`config.mk`:
```
export PLATFORM = sky130hd
export DESIGN_NAME = neuron_mac
export DESIGN_NICKNAME = d
export VERILOG_FILES = /design/src/rtl/neuron_mac.sv
export SDC_FILE = /design/constraint.sdc
export NUM_CORES = 1
export LEC_CHECK = 0
export CELL_PAD_IN_SITES_DETAIL_PLACEMENT = 1
export CELL_PAD_IN_SITES_GLOBAL_PLACEMENT = 1
export CORE_UTILIZATION = 34
export DETAILED_ROUTE_END_ITERATION = 8
export GPL_TIMING_DRIVEN = 0
export MAX_ROUTING_LAYER = met4
export PLACE_DENSITY = 0.7
export SLEW_MARGIN = 20
export SYNTH_ARGS = -nofsm -noshare
export SYNTH_HDL_FRONTEND = slang
export SYNTH_SLANG_ARGS = --single-unit
```
`constraint.sdc`:
```
create_clock -name clk -period 6.1 [get_ports clk]
set_input_delay 0.915 -clock clk [delete_from_list [all_inputs] [get_ports clk]]
set_output_delay 0.915 -clock clk [all_outputs]
set_load 0.03 [all_outputs]
```
`src/rtl/neuron_mac.sv`:
```
// rtl/neuron_mac.sv - sequenced Q6.7 multiply-accumulate over one weight-ROM column
// Products sum on top of a bias, then round half-up, saturate and optionally ReLU.
module neuron_mac #(
  parameter int INT_BITS = 6,
  parameter int FRC_BITS = 7,
  parameter int N_INPUTS = 28,
  parameter bit RELU     = 1'b1,
  localparam int W       = INT_BITS + FRC_BITS
) (
  input  logic         clk,
  input  logic         rst,
  input  logic         start,
  input  logic [W-1:0] bias,
  output logic [4:0]   addr,
  input  logic [W-1:0] w_in,
  input  logic [W-1:0] x_in,
  output logic         busy,
  output logic [W-1:0] y,
  output logic         y_valid
);

  localparam int PW = 2 * W;
  localparam int AW = PW + $clog2(N_INPUTS) + 1;
  localparam logic [4:0] LAST = 5'(N_INPUTS - 1);
  localparam logic signed [AW-1:0] HALF = {{(AW-FRC_BITS){1'b0}}, 1'b1, {(FRC_BITS-1){1'b0}}};
  localparam logic signed [AW-1:0] MAXV = {{(AW-W+1){1'b0}}, {(W-1){1'b1}}};
  localparam logic signed [AW-1:0] MINV = {{(AW-W+1){1'b1}}, {(W-1){1'b0}}};

  typedef enum logic [1:0] {S_IDLE, S_RUN, S_DRAIN, S_ROUND} state_t;

  state_t               state_q, state_d;
  logic [4:0]           addr_q, addr_d;
  logic                 busy_q, busy_d;
  logic                 v_q, v_d;
  logic signed [AW-1:0] acc_q, acc_d;
  logic [W-1:0]         y_q, y_d;
  logic                 y_valid_q, y_valid_d;

  logic signed [PW-1:0] w_ext, x_ext, prod;
  logic signed [AW-1:0] prod_ext, bias_ext, rnd_sum, r_full;
  logic [W-1:0]         y_sat;

  assign w_ext    = {{W{w_in[W-1]}}, w_in};
  assign x_ext    = {{W{x_in[W-1]}}, x_in};
  assign prod     = w_ext * x_ext;
  assign prod_ext = {{(AW-PW){prod[PW-1]}}, prod};
  assign bias_ext = {{(AW-W){bias[W-1]}}, bias};

  // Accumulator carries 2*FRC_BITS fraction bits; drop FRC_BITS with half-up rounding.
  always_comb begin
    rnd_sum = acc_q + HALF;
    r_full  = rnd_sum >>> FRC_BITS;
    if (r_full > MAXV) begin
      y_sat = MAXV[W-1:0];
    end else if (r_full < MINV) begin
      y_sat = MINV[W-1:0];
    end else begin
      y_sat = r_full[W-1:0];
    end
    if (RELU && r_full[AW-1]) begin
      y_sat = '0;
    end
  end

  always_comb begin
    state_d   = state_q;
    addr_d    = addr_q;
    busy_d    = busy_q;
    acc_d     = acc_q;
    y_d       = y_q;
    y_valid_d = 1'b0;
    // v marks the cycle in which the ROM response for an issued address is present.
    v_d       = (state_q == S_RUN);
    if (v_q) begin
      acc_d = acc_q + prod_ext;
    end
    case (state_q)
      S_IDLE: begin
        addr_d = '0;
        busy_d = 1'b0;
        if (start) begin
          acc_d   = bias_ext <<< FRC_BITS;
          busy_d  = 1'b1;
          state_d = S_RUN;
        end
      end
      S_RUN: begin
        if (addr_q == LAST) begin
          addr_d  = '0;
          state_d = S_DRAIN;
        end else begin
          addr_d = addr_q + 5'd1;
        end
      end
      S_DRAIN: state_d = S_ROUND;
      S_ROUND: begin
        y_d       = y_sat;
        y_valid_d = 1'b1;
        state_d   = S_IDLE;
      end
      default: state_d = S_IDLE;
    endcase
  end

  always_ff @(posedge clk or posedge rst) begin
    if (rst) begin
      state_q   <= S_IDLE;
      addr_q    <= '0;
      busy_q    <= 1'b0;
      v_q       <= 1'b0;
      acc_q     <= '0;
      y_q       <= '0;
      y_valid_q <= 1'b0;
    end else begin
      state_q   <= state_d;
      addr_q    <= addr_d;
      busy_q    <= busy_d;
      v_q       <= v_d;
      acc_q     <= acc_d;
      y_q       <= y_d;
      y_valid_q <= y_valid_d;
    end
  end

  assign addr    = addr_q;
  assign busy    = busy_q;
  assign y       = y_q;
  assign y_valid = y_valid_q;

endmodule

```
Word level (Yosys, flattened, before mapping)
Index checks and enable logic that the tools add are counted.

word-level totals
  bits in registers = 55
  input port bits = 42
  output and inout bits = 20

operators by class
  add/sub/neg operators = 3
  multipliers = 1
  $lt $le $gt $ge = 2
  equal/unequal tests = 6
  muxes and demuxes = 13
  reduce and logical (&&, ||, !) cells = 3

operator list
  operator                 number
  $mux W32                 3
  $mux W13                 3
  $add A32 B26 Y32         1
  $add A32 B8 Y32 const B  1
  $mul A13 B13 Y26         1
  $gt A25 B13 Y1 const B   1
  $lt A25 B13 Y1 const B   1
  $pmux W5 S2              1
  $pmux W2 S4              1
  $add A5 B1 Y5 const B    1
  $eq A5 B5 Y1 const B     1
  $mux W5                  1
  $eq A2 B2 Y1 const B     2
  $mux W2                  2
  $eq A2 B1 Y1 const B     1
  $logic_not A2 Y1         1
  $mux W1                  2
  $ne A2 B1 Y1 const B     1
  $ne A2 B2 Y1 const B     1
  $reduce_and A2 Y1        1
  $reduce_bool A2 Y1       1

Longest topological paths before layout
  depth in word-level cells = 5
  depth in mapped cells = 24
  depth with buffers taken out = 23

Worst setup path after synthesis
OpenSTA, ideal clock, no wires.

  path type = input port to flip-flop
  start = in w_in[12]
  end = reg acc_q[31]
  data arrival time = 6.949 ns
  data required time = 5.982 ns
  setup slack = -0.967 ns
  stages = 23
  cells stage by stage = buf_1 and2_1 fa_1 inv_1 fa_1 inv_1 fa_1 fa_1 fa_1 inv_1 fa_1 inv_1 ha_1 clkbuf_1 nand2_1 nor3_1 o211a_1 o311ai_2 a31oi_1 o21ai_1 xnor2_1 a21oi_1 a21o_1

between the ends
  cells in the longest elaborated chain, start to end = 5

RTL lines
  element               line  text
  from (decl)           15    input logic [W-1:0] w_in,
  $mul A13 B13 Y26 (*)  45    assign prod = w_ext * x_ext;
  $add A32 B26 Y32 (*)  75    acc_d = acc_q + prod_ext;
  $mux W32 (*)          74    if (v_q) begin
  $mux W32              81    if (start) begin
  $mux W32 (*)          77    case (state_q)
  named net acc_d[31]   35    logic signed [AW-1:0] acc_q, acc_d;
  to (signal assigned)  111   acc_q <= '0;
  to (signal assigned)  119   acc_q <= acc_d;
  to (decl)             35

The timed path passes the listed nets; every way through them passes the cells marked *.
A chain may end at the register's enable or synchronous reset.

Worst setup path after layout
  start = in w_in[12]
  end = reg acc_q[30]

The elaborated chain is that of the path after synthesis.

==> impl_metrics.env <==
export IMPL_final_util_pct=44.1
export IMPL_nets=1823
export IMPL_fmax_mhz=155
export IMPL_ys_seq_area_share_pct=11.7
export IMPL_synth_top_area_cell="fa_1"
export IMPL_vias=9244
export IMPL_hpwlAfterDp_mm=27.4
export IMPL_syn_area_per_cell_sq_um=9.00
export IMPL_drc=0
export IMPL_first_iter_violations=370
export IMPL_fp_row_count=67
export IMPL_fin_worst_skew_ps=13.7
export IMPL_layout_commonest_cell="inv_1"
export IMPL_synth_top_cell_area_share_pct=38.3
export IMPL_maxSlewHeadroom_pct=37.6
export IMPL_cpMaxStageDelayCell="fa_2"
export IMPL_instances_no_fill=1907
export IMPL_cts_reportedPaths_clkPinSlew_ps=70
export IMPL_cts_tree="built"
export IMPL_die_x_um=188
export IMPL_io_buffers=61
export IMPL_drive_above_1_share_pct=20.6
export IMPL_period_share_pct=106
export IMPL_multi_input_area_sq_um=9750
export IMPL_grt_pass1_vias=10912
export IMPL_synthAdderAreaFrac_pct=48.6
export IMPL_maxCapViolations=0
export IMPL_setup_viol=15
export IMPL_regArea_sq_um=1380
export IMPL_grt_use_total_pct=21.4
export IMPL_antenna_cells=0
export IMPL_routedWlPerCell_um=18.3
export IMPL_critical_path_class="in -> reg"
export IMPL_synth_simple_gate_area_share_pct=13.9
export IMPL_synth_top_family_by_area="adder cells"
export IMPL_cts_made_buffers=5
export IMPL_worst_pin_slew_ps=932
export IMPL_hold_viol=0
export IMPL_syn_nets=1671
export IMPL_gp_congestion=0.866
export IMPL_dieHeight_um=188
export IMPL_synthArstFlopShare_pct=100
export IMPL_ant_nets=0
export IMPL_rsz0062_at_grt="yes"
export IMPL_drv_slew=0
export IMPL_synth_edf_count=0
export IMPL_fillerInstances=3875
export IMPL_timing_final_ws_setup_ps=-371
export IMPL_violations="negative setup slack"
export IMPL_synth_area_leaders="fa_1, dfrtp_1, inv_1"
export IMPL_cts_max_level=2
export IMPL_cp_arrival_ps=6610
export IMPL_drt_total_wl_mm=34.9
export IMPL_synth_xor_area_share_pct=3.58
export IMPL_clk_path_buf_depth=2
export IMPL_worstPathMaxFanout=8
export IMPL_synth_distinct_cells=59
export IMPL_core_sq_um=33800
export IMPL_area_growth_pct=26.7
export IMPL_hp_class="reg -> reg"
export IMPL_crit_top_cell="fa_1"
export IMPL_clock_sinks=55
export IMPL_netlist_area_sq_um=11800
export IMPL_final_cell_mix="inv_1, fa_1, nand2_1, and2_1, ha_1"
export IMPL_cp_required_ps=6240
export IMPL_ys_flop_type="dfrtp_1"
export IMPL_yosysWarnings=0
export IMPL_status="finished, violations left"
export IMPL_endpoint_kind="register"
export IMPL_initial_utilization_pct=34.8
export IMPL_die_area_sq_um=35300
export IMPL_grt_pass1_wl_mm=57.1
export IMPL_via_per_inst=4.85
export IMPL_clkLatencyLatePin_ps=310
export IMPL_critPathMaxStageDelay_ps=630
export IMPL_grt_overflow=0
export IMPL_fin_crit_ps=6470
export IMPL_synth_seq_cells=55
export IMPL_cts_root_buf="clkbuf_16"
export IMPL_place_inst=1816
export IMPL_first_pass_iters=4
export IMPL_io_pin_count=62
export IMPL_synthMuxAreaShare_pct=1.36
export IMPL_syn_instance_count=1307
export IMPL_startpoint_type="input port"
export IMPL_antenna_found_initial=0
export IMPL_crit_chain="buf_12 > buf_8 > buf_6 > and2_4 > fa_2 > inv_4 > buf_4 > fa_1 > fa_1 > inv_1 > fa_1 > fa_1 > inv_1 > fa_1 > inv_2 > ha_4 > nor3_4 > a21boi_2 > a2bb2oi_1 > o31a_1 > o21ai_1 > a31oi_1 > mux2i_1 > a311oi_2"
export IMPL_synth_compound_area_share_pct=8.70
export IMPL_grt_max_degree=56
## final cells by class
cell class	instances	area share, %
plain buffers	39	2.95
clock buffers	6	0.865
clock inverters	1	0.202
inverters	339	8.67
multi-input cells	873	65.5
flip-flops and latches	55	9.24
well taps	448	3.76
repair buffers	146	8.84
## worst max-delay path: cells and delay by family
family          cells  cell delay (ps)
mux                 1              240
fa+ha+maj           7             3310
buf+inv             8              730
compound gates      6             1020
simple gates        2              400
## worst paths after layout
kind                                     from                   to  slack [ps]  cells past startpoint
max                                  w_in[12]  acc_q[30]$_DFF_PP0_        -370                     24
min                         y[12]$_DFFE_PP0P_    y[12]$_DFFE_PP0P_         510                      1
max reg2reg                acc_q[8]$_DFF_PP0_  acc_q[20]$_DFF_PP0_         340                     23
min reg2reg                 y[12]$_DFFE_PP0P_    y[12]$_DFFE_PP0P_         510                      1
max in group asynchronous                 rst  acc_q[15]$_DFF_PP0_        4520                      2
min in group asynchronous                 rst  addr[2]$_DFFE_PP0P_        1100                      2
## layer usage
metal / vias up / GRT usage [%] / wire [um]
met5: - / - / 0
met4: 0 / 4.41 / 728
met3: 47 / 2.28 / 1280
met2: 128 / 39.3 / 19100
met1: 4811 / 25.1 / 13800
li1: 4258 / - / -
## metrics by stage
| step | cell area [sq um] | TNS (ps) | worst slack (ps) | hold slack [ps] |
|---|---|---|---|---|
| floorplan | 12000 | -2470 | -365 | 493 |
| global placement | 13200 | -28820 | -1780 | 489 |
| detailed placement | 13200 | -30530 | -1850 | 495 |
| CTS | 14500 | -2100 | -304 | 516 |
| global route | 14900 | -6940 | -598 | 525 |
| finish | 14900 | -3360 | -371 | 507 |
## synth_stat cells, types with 2 or more instances
| cell | instances |
|---|---|
| nor3_1 | 12 |
| and2_1 | 93 |
| o31ai_1 | 3 |
| xor2_1 | 14 |
| nor2b_1 | 4 |
| a21oi_2 | 2 |
| a211oi_1 | 7 |
| ha_1 | 97 |
| nand4_1 | 4 |
| o21bai_1 | 2 |
| nand2_1 | 120 |
| buf_1 | 5 |
| a21oi_1 | 51 |
| a311oi_1 | 2 |
| nand2b_1 | 5 |
| nand3_1 | 16 |
| mux2i_1 | 16 |
| or3_1 | 6 |
| xnor2_1 | 34 |
| clkbuf_1 | 34 |
| o21ai_1 | 4 |
| o21ai_0 | 51 |
| dfrtp_1 | 55 |
| o31a_1 | 3 |
| a31oi_1 | 6 |
| inv_1 | 338 |
| fa_1 | 225 |
| and3_1 | 7 |
| a21o_1 | 7 |
| o21a_1 | 6 |
| a21boi_0 | 3 |
| nor2_1 | 47 |
| and4_1 | 2 |
## flip-flops by register name (all words and copies together), names as in the netlist
register / cells
addr: 5
acc_q: 32
y: 13
busy: 1
v_q: 1
y_valid: 1
state_q: 2
## logic make-up (layout without fill, tap and decap cells)
logic type,Yosys count,count (layout)
buf+inv,379,531
simple gates,324,324
fa+ha+maj,322,322
compound gates,163,163
flops,55,55
xor+xnor,48,48
mux,16,16
## repair_timing
action,4_1_cts,5_1_grt
pin swaps,93,59
buffers inserted,65,17
gates cloned,4,0
hold buffers,0,0
endpoints found under the setup margin,23,21
resized for setup,270,77
Power is not shown: default switching activity piles up to over one toggle a cycle in this logic, so the estimate is an artifact.
==> edit, RTL diff (config.mk and constraints unchanged) <==
Set the parameter `N_INPUTS` to 42 (it was 28).
--- a/src/rtl/neuron_mac.sv
+++ b/src/rtl/neuron_mac.sv
@@ -3,7 +3,7 @@
 module neuron_mac #(
   parameter int INT_BITS = 6,
   parameter int FRC_BITS = 7,
-  parameter int N_INPUTS = 28,
+  parameter int N_INPUTS = 42,
   parameter bit RELU     = 1'b1,
   localparam int W       = INT_BITS + FRC_BITS
 ) (
Behaviour: same outputs for any inputs over 10 cycles, from zero or initial values and one cycle with rst high; that may be too few to reach the edited logic, so the function may still have changed.
==> edit against the unedited design <==
The run still ends with negative setup slack left; synthesized area increased by 2.9%; sequential cell count is 1 higher; first-iteration DRC count grew 14%; wire length grew 4.0%; utilization hardly changed; non-clock buffer count is 32 higher; worst setup slack got worse by 0.14 ns; design area is 2.9% higher.
Power is left out: the tool's default activity adds up to more than one toggle a clock period on the data nets, which glitch-free logic cannot reach.
==> edit: results (changes against the unedited design) <==
Status: finished with violations
Failing checks: negative setup slack
Gr usage total: 0.217 (+0.00340)
Clock Latency Late Sink: 0.31 ns (about the same)
Initial antenna violation count: 2 (+2)
Final number of setup-violating endpoints: 14 (-1)
Pre-CTS WS: -1.86 ns (-0.00234 ns)
Vias in the first global route: 11200 (+2.7%)
CTS H-Tree Depth: 2 (unchanged)
Cell variety after synth: 64 (+8.5%)
CP max FO: 8 (unchanged)
Register area share after synthesis: 0.116 (-0.00126)
Final Skew: 0.0117 ns (-0.00198 ns)
Most instantiated cells after synthesis: 356 x inv_1, 230 x fa_1, 111 x nand2_1
Hold depth: 1 (unchanged)
Via Count: 9650 (+4.4%)
Start of the worst register-to-register path: acc_q[12]$_DFF_PP0_
WL final: 36300 um (+4.0%)
RR Endpoint: acc_q[31]$_DFF_PP0_
Post-detail-place hpwl: 28500 um (+4.0%)
Post-Syn Nets: 1700 (+1.7%)
Setup WS post-layout: -0.516 ns (-0.145 ns)
Slew Limit Headroom: 0.500 (+0.124)
Worst Hold End: y[12]$_DFFE_PP0P_
Post-synthesis async set-or-reset flop share: 1.00 (unchanged)
R2r worst-path depth: 19 (-17%)
Largest net degree at the start of global routing: 57 (+1.8%)
Initial DRC Count: 421 (+14%)
Reg2reg setup slack: 0.22 ns (-0.12 ns)
Final hold slack: 0.528 ns (+0.0204 ns)
Clock transition at path regs: 0.08 ns
Max reg flops: 33 (+3.1%)
Global-route wire length before repair: 59000 um (+3.5%)
Gpl congestion: 0.858 (-0.98%)
Share of cells above drive strength 1: 0.228 (+0.0222)
Min-Delay Startpoint: y[12]$_DFFE_PP0P_
Final #Nets: 1881 (+3.2%)
Dominant cells by area after synthesis: fa_1 38%, dfrtp_1 12%, inv_1 11%
edit: changes by cell type in the layout (fill, tap and decap cells not counted), sizes merged, moves of 5 or more:
cell / before / now
a21oi: 53 / 36
buf: 116 / 155
clkbuf: 36 / 30
fa: 225 / 230
inv: 335 / 352
nand2: 120 / 111
nand4: 5 / 12
o21ai: 56 / 35
o221ai: 0 / 14
edit: area by class of cell:
type / count / area (sq um)
tap: 455 / 569
inverter: 356 / 1360
multi-input combinational: 873 / 9890
fill: 3947 / 19500
clock inverter: 2 / 16.3
timing repair buffer: 175 / 1500
sequential: 56 / 1400
buffer: 42 / 472
clock buffer: 6 / 129
edit: layer usage:
metal | global-route usage | share of wire | up-vias
met5 | - | 0 | -
met4 | 0.0563 | 0.025 | 0
met3 | 0.0254 | 0.032 | 51
met2 | 0.391 | 0.54 | 127
met1 | 0.255 | 0.40 | 5063
li1 | - | - | 4409
edit: cells by family after synthesis:
group           share of synthesized area
compound gates                     0.0834
xor+xnor                           0.0347
fa+ha+maj                           0.484
buf+inv                             0.125
flops                               0.116
mux                                0.0175
simple gates                        0.140
edit: what timing repair did:
| action | 4_1_cts | 5_1_grt |
|---|---|---|
| setup endpoints to repair | 25 | 24 |
| hold buffers | 0 | 0 |
| resized for setup | 258 | 111 |
| pin swaps | 92 | 91 |
| setup buffers | 101 | 14 |
edit: metrics by stage:
step / setup TNS (ns) / instance area, sq um / instances
after detailed placement: -33.78 / 13500 / 1844
after global placement: -31.65 / 13500 / 1844
after floorplan: -4.17 / 12300 / 1328
after global routing: -7.71 / 15300 / 1965
after CTS: -5.36 / 15000 / 1952
final: -4.70 / 15300 / 1965
edit: how the worst max path moves through the flow:
stage	end	cells past startpoint	slack [ns]
finish	acc_q[31]$_DFF_PP0_	24	-0.52
global route	acc_q[31]$_DFF_PP0_	26	-0.67
CTS	acc_q[31]$_DFF_PP0_	24	-0.61
detailed placement	acc_q[31]$_DFF_PP0_	21	-1.86
global placement	acc_q[31]$_DFF_PP0_	24	-1.77
floorplan	acc_q[31]$_DFF_PP0_	21	-0.60
edit: worst max-delay path, cell delays in order:
cell and delay, ns:
buf_12 0.11, clkbuf_16 0.16, and2_4 0.17, fa_2 0.61, clkinvlp_4 0.11, buf_12 0.14
buf_8 0.13, fa_1 0.52, inv_1 0.06, fa_1 0.50, fa_2 0.45, fa_1 0.53
inv_1 0.07, fa_1 0.52, inv_2 0.05, ha_4 0.22, o21a_4 0.12, o211a_1 0.24
a31oi_4 0.19, o21ai_4 0.11, a21boi_2 0.19, o21ai_2 0.08, or4b_1 0.45, and3_1 0.16
